**src/rtl/nn_param_pkg.sv**
```systemverilog
// Shared definitions for the neuron parameter loader and readback paths:
// frame geometry, parameter byte order and the readback FSM state type.
package nn_param_pkg;

  localparam int NUM_PARAMS = 20;
  localparam int PARAM_W    = 8;

  // Byte order inside params_flat: four weights then the bias, per neuron
  localparam int IDX_W00 = 0;
  localparam int IDX_W01 = 1;
  localparam int IDX_W02 = 2;
  localparam int IDX_W03 = 3;
  localparam int IDX_B0  = 4;
  localparam int IDX_W10 = 5;
  localparam int IDX_W11 = 6;
  localparam int IDX_W12 = 7;
  localparam int IDX_W13 = 8;
  localparam int IDX_B1  = 9;
  localparam int IDX_W20 = 10;
  localparam int IDX_W21 = 11;
  localparam int IDX_W22 = 12;
  localparam int IDX_W23 = 13;
  localparam int IDX_B2  = 14;
  localparam int IDX_W30 = 15;
  localparam int IDX_W31 = 16;
  localparam int IDX_W32 = 17;
  localparam int IDX_W33 = 18;
  localparam int IDX_B3  = 19;

  typedef enum logic [1:0] {
    IDLE = 2'd0,
    SEND = 2'd1,
    DONE = 2'd2
  } state_e;

endpackage

```
**src/rtl/param_checksum_acc.sv**
```systemverilog
// Running XOR of the parameter bytes as they are transferred; clear wins over enable.
module param_checksum_acc #(
  parameter int W = 8
) (
  input  logic         clk_i,
  input  logic         rst_i,
  input  logic         clr_i,
  input  logic         en_i,
  input  logic [W-1:0] data_i,
  output logic [W-1:0] acc_o
);

  logic [W-1:0] acc_q, acc_d;

  always_comb begin
    acc_d = acc_q;
    if (clr_i) begin
      acc_d = '0;
    end else if (en_i) begin
      acc_d = acc_q ^ data_i;
    end
  end

  always_ff @(posedge clk_i or posedge rst_i) begin
    if (rst_i) begin
      acc_q <= '0;
    end else begin
      acc_q <= acc_d;
    end
  end

  assign acc_o = acc_q;

endmodule

```
**src/rtl/param_readback_serializer.sv**
```systemverilog
// Snapshots the packed parameter set on start and streams it out byte by byte
// over a valid/ready port. Define PARAM_READBACK_CHECKSUM_EN to append an XOR checksum byte.
module param_readback_serializer #(
  parameter int NUM_PARAMS = nn_param_pkg::NUM_PARAMS,
  parameter int PARAM_W    = nn_param_pkg::PARAM_W
) (
  input  logic                          clk,
  input  logic                          reset,
  input  logic                          start,
  input  logic [NUM_PARAMS*PARAM_W-1:0] params_flat,
  input  logic                          rd_ready,
  output logic [PARAM_W-1:0]            rd_data,
  output logic                          rd_valid,
  output logic                          busy,
  output logic                          done
);
  import nn_param_pkg::*;

`ifdef PARAM_READBACK_CHECKSUM_EN
  localparam int FRAME_LEN = NUM_PARAMS + 1;
`else
  localparam int FRAME_LEN = NUM_PARAMS;
`endif
  localparam int IDX_W = (FRAME_LEN > 1) ? $clog2(FRAME_LEN) : 1;
  localparam logic [IDX_W-1:0] LAST_IDX = IDX_W'(FRAME_LEN - 1);

  state_e                        state_q, state_d;
  logic [IDX_W-1:0]              idx_q, idx_d;
  logic [NUM_PARAMS*PARAM_W-1:0] snap_q, snap_d;
  logic                          accept;
  logic                          xfer;
  logic [PARAM_W-1:0]            cur_byte;
  logic [PARAM_W-1:0]            out_byte;

  always_comb begin
    state_d = state_q;
    idx_d   = idx_q;
    snap_d  = snap_q;
    accept  = 1'b0;
    xfer    = 1'b0;
    case (state_q)
      IDLE: begin
        if (start) begin
          accept  = 1'b1;
          state_d = SEND;
          idx_d   = IDX_W'(IDX_W00);
          snap_d  = params_flat;
        end
      end
      SEND: begin
        if (rd_ready) begin
          xfer = 1'b1;
          if (idx_q == LAST_IDX) begin
            state_d = DONE;
          end else begin
            idx_d = idx_q + 1'b1;
          end
        end
      end
      DONE:    state_d = IDLE;
      default: state_d = IDLE;
    endcase
  end

  always_ff @(posedge clk or posedge reset) begin
    if (reset) begin
      state_q <= IDLE;
      idx_q   <= '0;
      snap_q  <= '0;
    end else begin
      state_q <= state_d;
      idx_q   <= idx_d;
      snap_q  <= snap_d;
    end
  end

  always_comb begin
    cur_byte = '0;
    for (int k = 0; k < NUM_PARAMS; k++) begin
      if (idx_q == IDX_W'(k)) begin
        cur_byte = snap_q[k*PARAM_W +: PARAM_W];
      end
    end
  end

`ifdef PARAM_READBACK_CHECKSUM_EN
  logic [PARAM_W-1:0] csum;
  logic               csum_en;

  // Only parameter bytes feed the sum, never the checksum byte itself
  assign csum_en = xfer && (idx_q < IDX_W'(NUM_PARAMS));

  param_checksum_acc #(
    .W (PARAM_W)
  ) u_csum (
    .clk_i  (clk),
    .rst_i  (reset),
    .clr_i  (accept),
    .en_i   (csum_en),
    .data_i (cur_byte),
    .acc_o  (csum)
  );

  assign out_byte = (idx_q == IDX_W'(NUM_PARAMS)) ? csum : cur_byte;
`else
  assign out_byte = cur_byte;
`endif

  assign rd_valid = (state_q == SEND);
  assign rd_data  = rd_valid ? out_byte : '0;
  assign busy     = (state_q != IDLE);
  assign done     = (state_q == DONE);

endmodule

```
**config.mk**
```make
export PLATFORM = sky130hd
export DESIGN_NAME = param_readback_serializer
export DESIGN_NICKNAME = d
export VERILOG_FILES = /design/src/rtl/nn_param_pkg.sv /design/src/rtl/param_checksum_acc.sv /design/src/rtl/param_readback_serializer.sv
export SDC_FILE = /design/constraint.sdc
export NUM_CORES = 1
export LEC_CHECK = 0
export ABC_CLOCK_PERIOD_IN_PS = 5500
export CAP_MARGIN = 10
export CORE_AREA = 4 4 156 128
export DETAILED_ROUTE_END_ITERATION = 10
export DIE_AREA = 0 0 160 132
export HOLD_SLACK_MARGIN = 0.08
export PLACE_DENSITY = 0.79
export SYNTH_ARGS = -nofsm -noshare
export SYNTH_HDL_FRONTEND = slang
export SYNTH_SLANG_ARGS = --single-unit
```
**constraint.sdc**
```tcl
create_clock -name clk -period 5.5 [get_ports clk]
set_clock_uncertainty 0.05 [all_clocks]
set_input_delay 0.825 -clock clk [delete_from_list [all_inputs] [get_ports clk]]
set_output_delay 0.825 -clock clk [all_outputs]
set_load 0.02 [all_outputs]
```
==> results of run 1 <==
worst max-delay path, stage by stage (launching register included):
cell and delay [ns]:
dfrtp_1 0.44, inv_1 0.10, ha_1 0.88, nand4bb_1 0.46
o211ai_1 0.30, a21oi_1 0.07, a2111oi_0 0.72, o32ai_1 0.21
clkdlybuf4s50_1 0.58
layout by cell type (no fill, tap or decap), types with 5 or more instances in the layout:
| cell | Yosys | routed |
|---|---|---|
| a221oi_1 | 6 | 6 |
| nor2b_1 | 10 | 10 |
| nand3_1 | 9 | 9 |
| nor4_1 | 5 | 5 |
| buf_4 | 4 | 7 |
| nand2_1 | 61 | 61 |
| ha_1 | 5 | 5 |
| and3_1 | 8 | 8 |
| nand2b_1 | 8 | 8 |
| o21ai_0 | 38 | 38 |
| nand4bb_1 | 7 | 7 |
| nor3_1 | 6 | 6 |
| a211oi_1 | 5 | 5 |
| a21oi_1 | 57 | 57 |
| inv_1 | 26 | 25 |
| nor2_1 | 41 | 41 |
| o211ai_1 | 11 | 11 |
| or3_1 | 5 | 5 |
| mux2_2 | 143 | 143 |
| clkdlybuf4s50_1 | 0 | 174 |
| o221ai_1 | 5 | 5 |
| clkbuf_16 | 0 | 17 |
| dfrtp_1 | 167 | 167 |
| o22ai_1 | 19 | 19 |
how the worst max path moves through the flow:
| stage | startpoint | endpoint | cells past startpoint | slack (ns) |
|---|---|---|---|---|
| detailed placement | idx_q[0] | rd_data[0] | 8 | 1.0 |
| floorplan | reset | idx_q[0] | 1 | 0.11 |
| global route | idx_q[0] | rd_data[0] | 8 | 0.21 |
| CTS | idx_q[0] | rd_data[0] | 8 | 0.51 |
| global placement | idx_q[4] | rd_data[0] | 7 | 1.09 |
| finish | idx_q[0] | rd_data[0] | 8 | 0.43 |
through the flow:
stage / worst slack (ns) / instances
5_1_grt: 0.213 / 1166
4_1_cts: 0.515 / 1166
3_5_place_dp: 0.996 / 1138
6_report: 0.435 / 1166
2_1_floorplan: 0.107 / 773
3_3_place_gp: 1.09 / 1138
where the power goes:
group | internal (W) | switching, W
combinational | 0.00127 | 0.00134
sequential | 0.00185 | 0.000480
clock | 0.000668 | 0.000483
total | 0.00379 | 0.00230
layer usage:
metal / track usage, % / part of all wire (%)
met1: 34.2 / 46
met2: 35.1 / 45
met3: 5.16 / 7.4
met4: 5.73 / 1.4
met5: 0 / 0
registers in the layout, summed over array words and instances, names as in the netlist:
signal	count
snap_q	160
state_q	2
idx_q	5
cell type report:
cell class	count	area, um^2
multi-input cells	528	3950
clock buffers	19	443
inverters	26	103
flip-flops and latches	167	4180
clock inverters	9	106
repair buffers	182	1810
fillers	1592	7700
well taps	235	294
logic make-up after synthesis:
kind of cell / share of synthesized area [%]
adder cells (fa/ha/maj): 0.737
flip-flops: 49.2
AND/OR/NAND/NOR: 12.6
XOR/XNOR: 0.206
multiplexers: 19.2
buffers and inverters: 4.32
AO/OA/AOI/OAI: 13.7
==> reports/qor.csv, run 1 <==
metric,value,unit
ys.flop_type,dfrtp_1,
grt_usage,23.2,%
holdPathStages,1,
hold_viol_final,0,
first_pass_iters,6,
worstMarginPinSlew,1.12,ns
vias,6783,
cts_hold_buf,0,
slew_violations,0,
layout-drive-gt1-share,21.3,%
power.density,560,mW/mm^2
status,"complete, no violations",
nets,1091,
path_clk_slew,0.06,ns
synth_area_leaders,"dfrtp_1 49%, mux2_2 19%, a21oi_1 3.4%",
crit_path_max_fanout,27,
cts_made_buffers,17,
peakVddDrop,0.280,mV
portBuffers,174,
cts_buffer_depth,2,
slew_headroom,25.6,%
p_leak,4.41,nW
grt_first_pass_wirelength,38500,um
finish.instance_area,0.0109,mm^2
grt_remaining_overflow,0,
gp_congestion,0.919,
ff2ff_path_depth,8,
ys_seq_elements,167,
die_area,0.0211,mm^2
cts.repair.resized,0,
ys_async_sr_fraction,100,%
hold_class,reg2reg,
die_h,132,um
worst_setup_path_start_kind,register,
cts_tree,built,
hold_slack,0.461,ns
synth_commonest_cells,"167 x dfrtp_1, 143 x mux2_2, 61 x nand2_1, 57 x a21oi_1, 41 x nor2_1",
ys_warn_count,0,
r2r_setup_slack,2.75,ns
layout_min_cycle_time,5.07,ns
finalPower,0.00609,W
hp-start,snap_q[82],
detail-route-antenna-nets,0,
clock-sinks,167,
grt_max_degree,97,
syn-instance-count,773,
rsz0062_at_grt,false,
avgSynthCellArea,11.0,um^2
clock_latency,0.43,ns
synth.most_common_cell,dfrtp_1,
die_w,160,um
hold_end,snap_q[82],
antenna_found_initial,0,
final.setup.tns,0,ns
area_delta_synth_final,28.3,%
arrival,4.19,ns
synth_top_area_share,49.2,%
wl_per_cell,21.1,um
antennaDiodeCount,0,
max_freq,197,MHz
yosysSeqAreaShare,49.2,%
routed_wl,24600,um
ys_types,71,
rr_endpoint,idx_q[2],
finalSetupViolCount,0,
htree_levels,4,
std_cell_rows,45,
synth-edff-count,0,
worstPathRequired,4.62,ns
drc,0,
cts_root_buf,clkbuf_16,
maxCapViolCount,0,
grt_pass1_vias,6803,
core,0.0186,mm^2
dp_hpwl,18100,um
post-route-util,58.6,%
r2r-start,idx_q[0],
path_class,reg2out,
postCtsSetupRepairBufs,0,
viasPerCell,5.82,
fin_crit_sh,92.1,%
first_iter_violations,734,
syn_nets,942,
post-synth-top-area-cell,dfrtp_1,
floorplan.initialDensity,45.7,%
critPathCaptureType,output pin,
io_pins,175,
synth_area,0.00849,mm^2
placed_area,0.0103,mm^2
Power figures use the tool's default switching activity.
==> inputs of run 2 (changes only) <==
--- a/config.mk
+++ b/config.mk
@@ -5,7 +5,7 @@
 export SDC_FILE = /design/constraint.sdc
 export NUM_CORES = 1
 export LEC_CHECK = 0
-export ABC_CLOCK_PERIOD_IN_PS = 5500
+export ABC_CLOCK_PERIOD_IN_PS = 4300
 export CAP_MARGIN = 10
 export CORE_AREA = 4 4 156 128
 export DETAILED_ROUTE_END_ITERATION = 10
==> constraint.sdc (replaced) <==
create_clock -name clk -period 4.3 [get_ports clk]
set_clock_uncertainty 0.05 [all_clocks]
set_input_delay 0.645 -clock clk [delete_from_list [all_inputs] [get_ports clk]]
set_output_delay 0.645 -clock clk [all_outputs]
set_load 0.02 [all_outputs]
==> reports/qor.csv, run 2 (synthesized netlist as in run 1, its figures left out) <==
metric,value,unit
die_h,132,um
rsz0062_at_grt,true,
cpMaxStageDelayCell,clkdlybuf4s50_1,
path_clk_slew,0.06,ns
std_cell_rows,45,
top_register,snap_q,
nets,1108,
gp_congestion,0.996,
final_cells,1187,
status,"complete, no violations",
first_iter_violations,847,
critPathMaxStageDelay,0.64,ns
hold_class,reg2reg,
grt_first_pass_wirelength,38900,um
arrival,3.56,ns
place_inst,1154,
worstPathRequired,3.61,ns
layout_common_cells,"172 x clkdlybuf4s50_1, 165 x dfrtp_1, 143 x mux2_2",
largest_reg_flops,160,
portBuffers,174,
crit_path_max_fanout,9,
hold_viol_final,0,
clock_latency,0.44,ns
grt_usage,23.3,%
power.density,712,mW/mm^2
worst_setup_path_start_kind,register,
fin_crit_sh,99.0,%
r2r_setup_slack,1.96,ns
routed_wl,24600,um
io_pins,175,
cts_tree,built,
vias,6921,
critPathCaptureType,output pin,
layout_commonest_cell,clkdlybuf4s50_1,
cts_made_buffers,17,
slew_headroom,46.2,%
cts_root_buf,clkbuf_16,
die_w,160,um
peakVddDrop,0.442,mV
die_area,0.0211,mm^2
max_freq,235,MHz
drc,0,
viasPerCell,5.83,
first_pass_iters,6,
cts_hold_buf,0,
worstMarginPinSlew,0.807,ns
clock-sinks,167,
area_delta_synth_final,31.1,%
htree_levels,4,
hold_slack,0.453,ns
wl_per_cell,20.8,um
maxCapViolCount,0,
layout-drive-gt1-share,24.5,%
core,0.0186,mm^2
grt_remaining_overflow,0,
layout_min_cycle_time,4.26,ns
detail-route-antenna-nets,0,
cts_buffer_depth,2,
floorplan.initialDensity,45.7,%
crit_chain,"inv_1, ha_2, nor3b_4, and3_1, o221ai_1, a2111oi_2, o21ai_1, a21oi_1, clkdlybuf4s50_1",
path_class,reg2out,
dp_hpwl,18000,um
antennaDiodeCount,0,
slew_violations,0,
largest_registers,"snap_q: 160 flops, idx_q: 5 flops, state_q: 2 flops",
antenna_found_initial,0,
grt_pass1_vias,6901,
finalSetupViolCount,0,
grt_max_degree,150,
p_leak,4.51,nW
[run 2: cell count changes in the layout (fill, tap and decap cells not counted), sizes merged]
cell and delta:
buf +17, bufinv -2, clkbuf +2, clkdlybuf4s50 -2, clkinv -5, clkinvlp +6, dlymetal6s2s +2, inv +3
[run 2: final cells by class]
| type | count | area, um^2 |
|---|---|---|
| tap | 235 | 294 |
| clock inverter | 11 | 92.6 |
| clock buffer | 21 | 460 |
| sequential | 167 | 4180 |
| fill | 1555 | 7450 |
| timing repair buffer | 199 | 1970 |
| multi-input combinational | 528 | 4020 |
| inverter | 26 | 101 |
[run 2: final timing paths]
kind | cells past startpoint | start | endpoint
min in group asynchronous | 2 | reset | snap_q[67]
setup / recovery | 9 | idx_q[0] | rd_data[5]
hold / removal | 1 | snap_q[49] | snap_q[49]
setup reg to reg | 9 | idx_q[0] | idx_q[3]
max in group asynchronous | 3 | reset | idx_q[3]
hold reg to reg | 1 | snap_q[49] | snap_q[49]
[run 2: metrics by stage]
step / setup slack, ns / power (W) / utilization (%) / setup TNS, ns / area (um^2)
final: 0.0414 / 0.00792 / 59.9 / 0 / 11100
after CTS: 0.0160 / 0.00782 / 59.5 / 0 / 11000
after detailed placement: 0.290 / 0.00633 / 56.4 / 0 / 10500
after floorplan: 0.936 / 0.00507 / - / 0 / 8490
after global placement: 0.287 / 0.00625 / 56.4 / 0 / 10500
after global routing: -0.0411 / 0.00838 / 59.9 / -0.0759 / 11100
[run 2: timing repair]
item	in CTS	in global routing
endpoints found under the setup margin	6	8
setup buffers	0	1
pin swaps	0	0
gates resized for setup	4	19
[run 2: routing by layer]
layer	up-vias	wire length, um	track usage [%]
met5	-	0	0
met4	0	631	7.31
met3	57	2030	5.94
met2	347	10600	33.6
met1	3367	11300	34.5
li1	3150	-	-
[run 2: worst max-delay path: cells and delay by family, from the launching register on]
kind                     cells  cell delay, ns
AO/OA/AOI/OAI                4            1.02
AND/OR/NAND/NOR              2            0.52
flip-flops                   1            0.48
adder cells (fa/ha/maj)      1            0.32
buffers and inverters        2            0.78
[run 2: power breakdown]
part           switching (W)  internal [W]
Clock               0.000669      0.000780
Combinational        0.00178       0.00173
Sequential          0.000592       0.00237
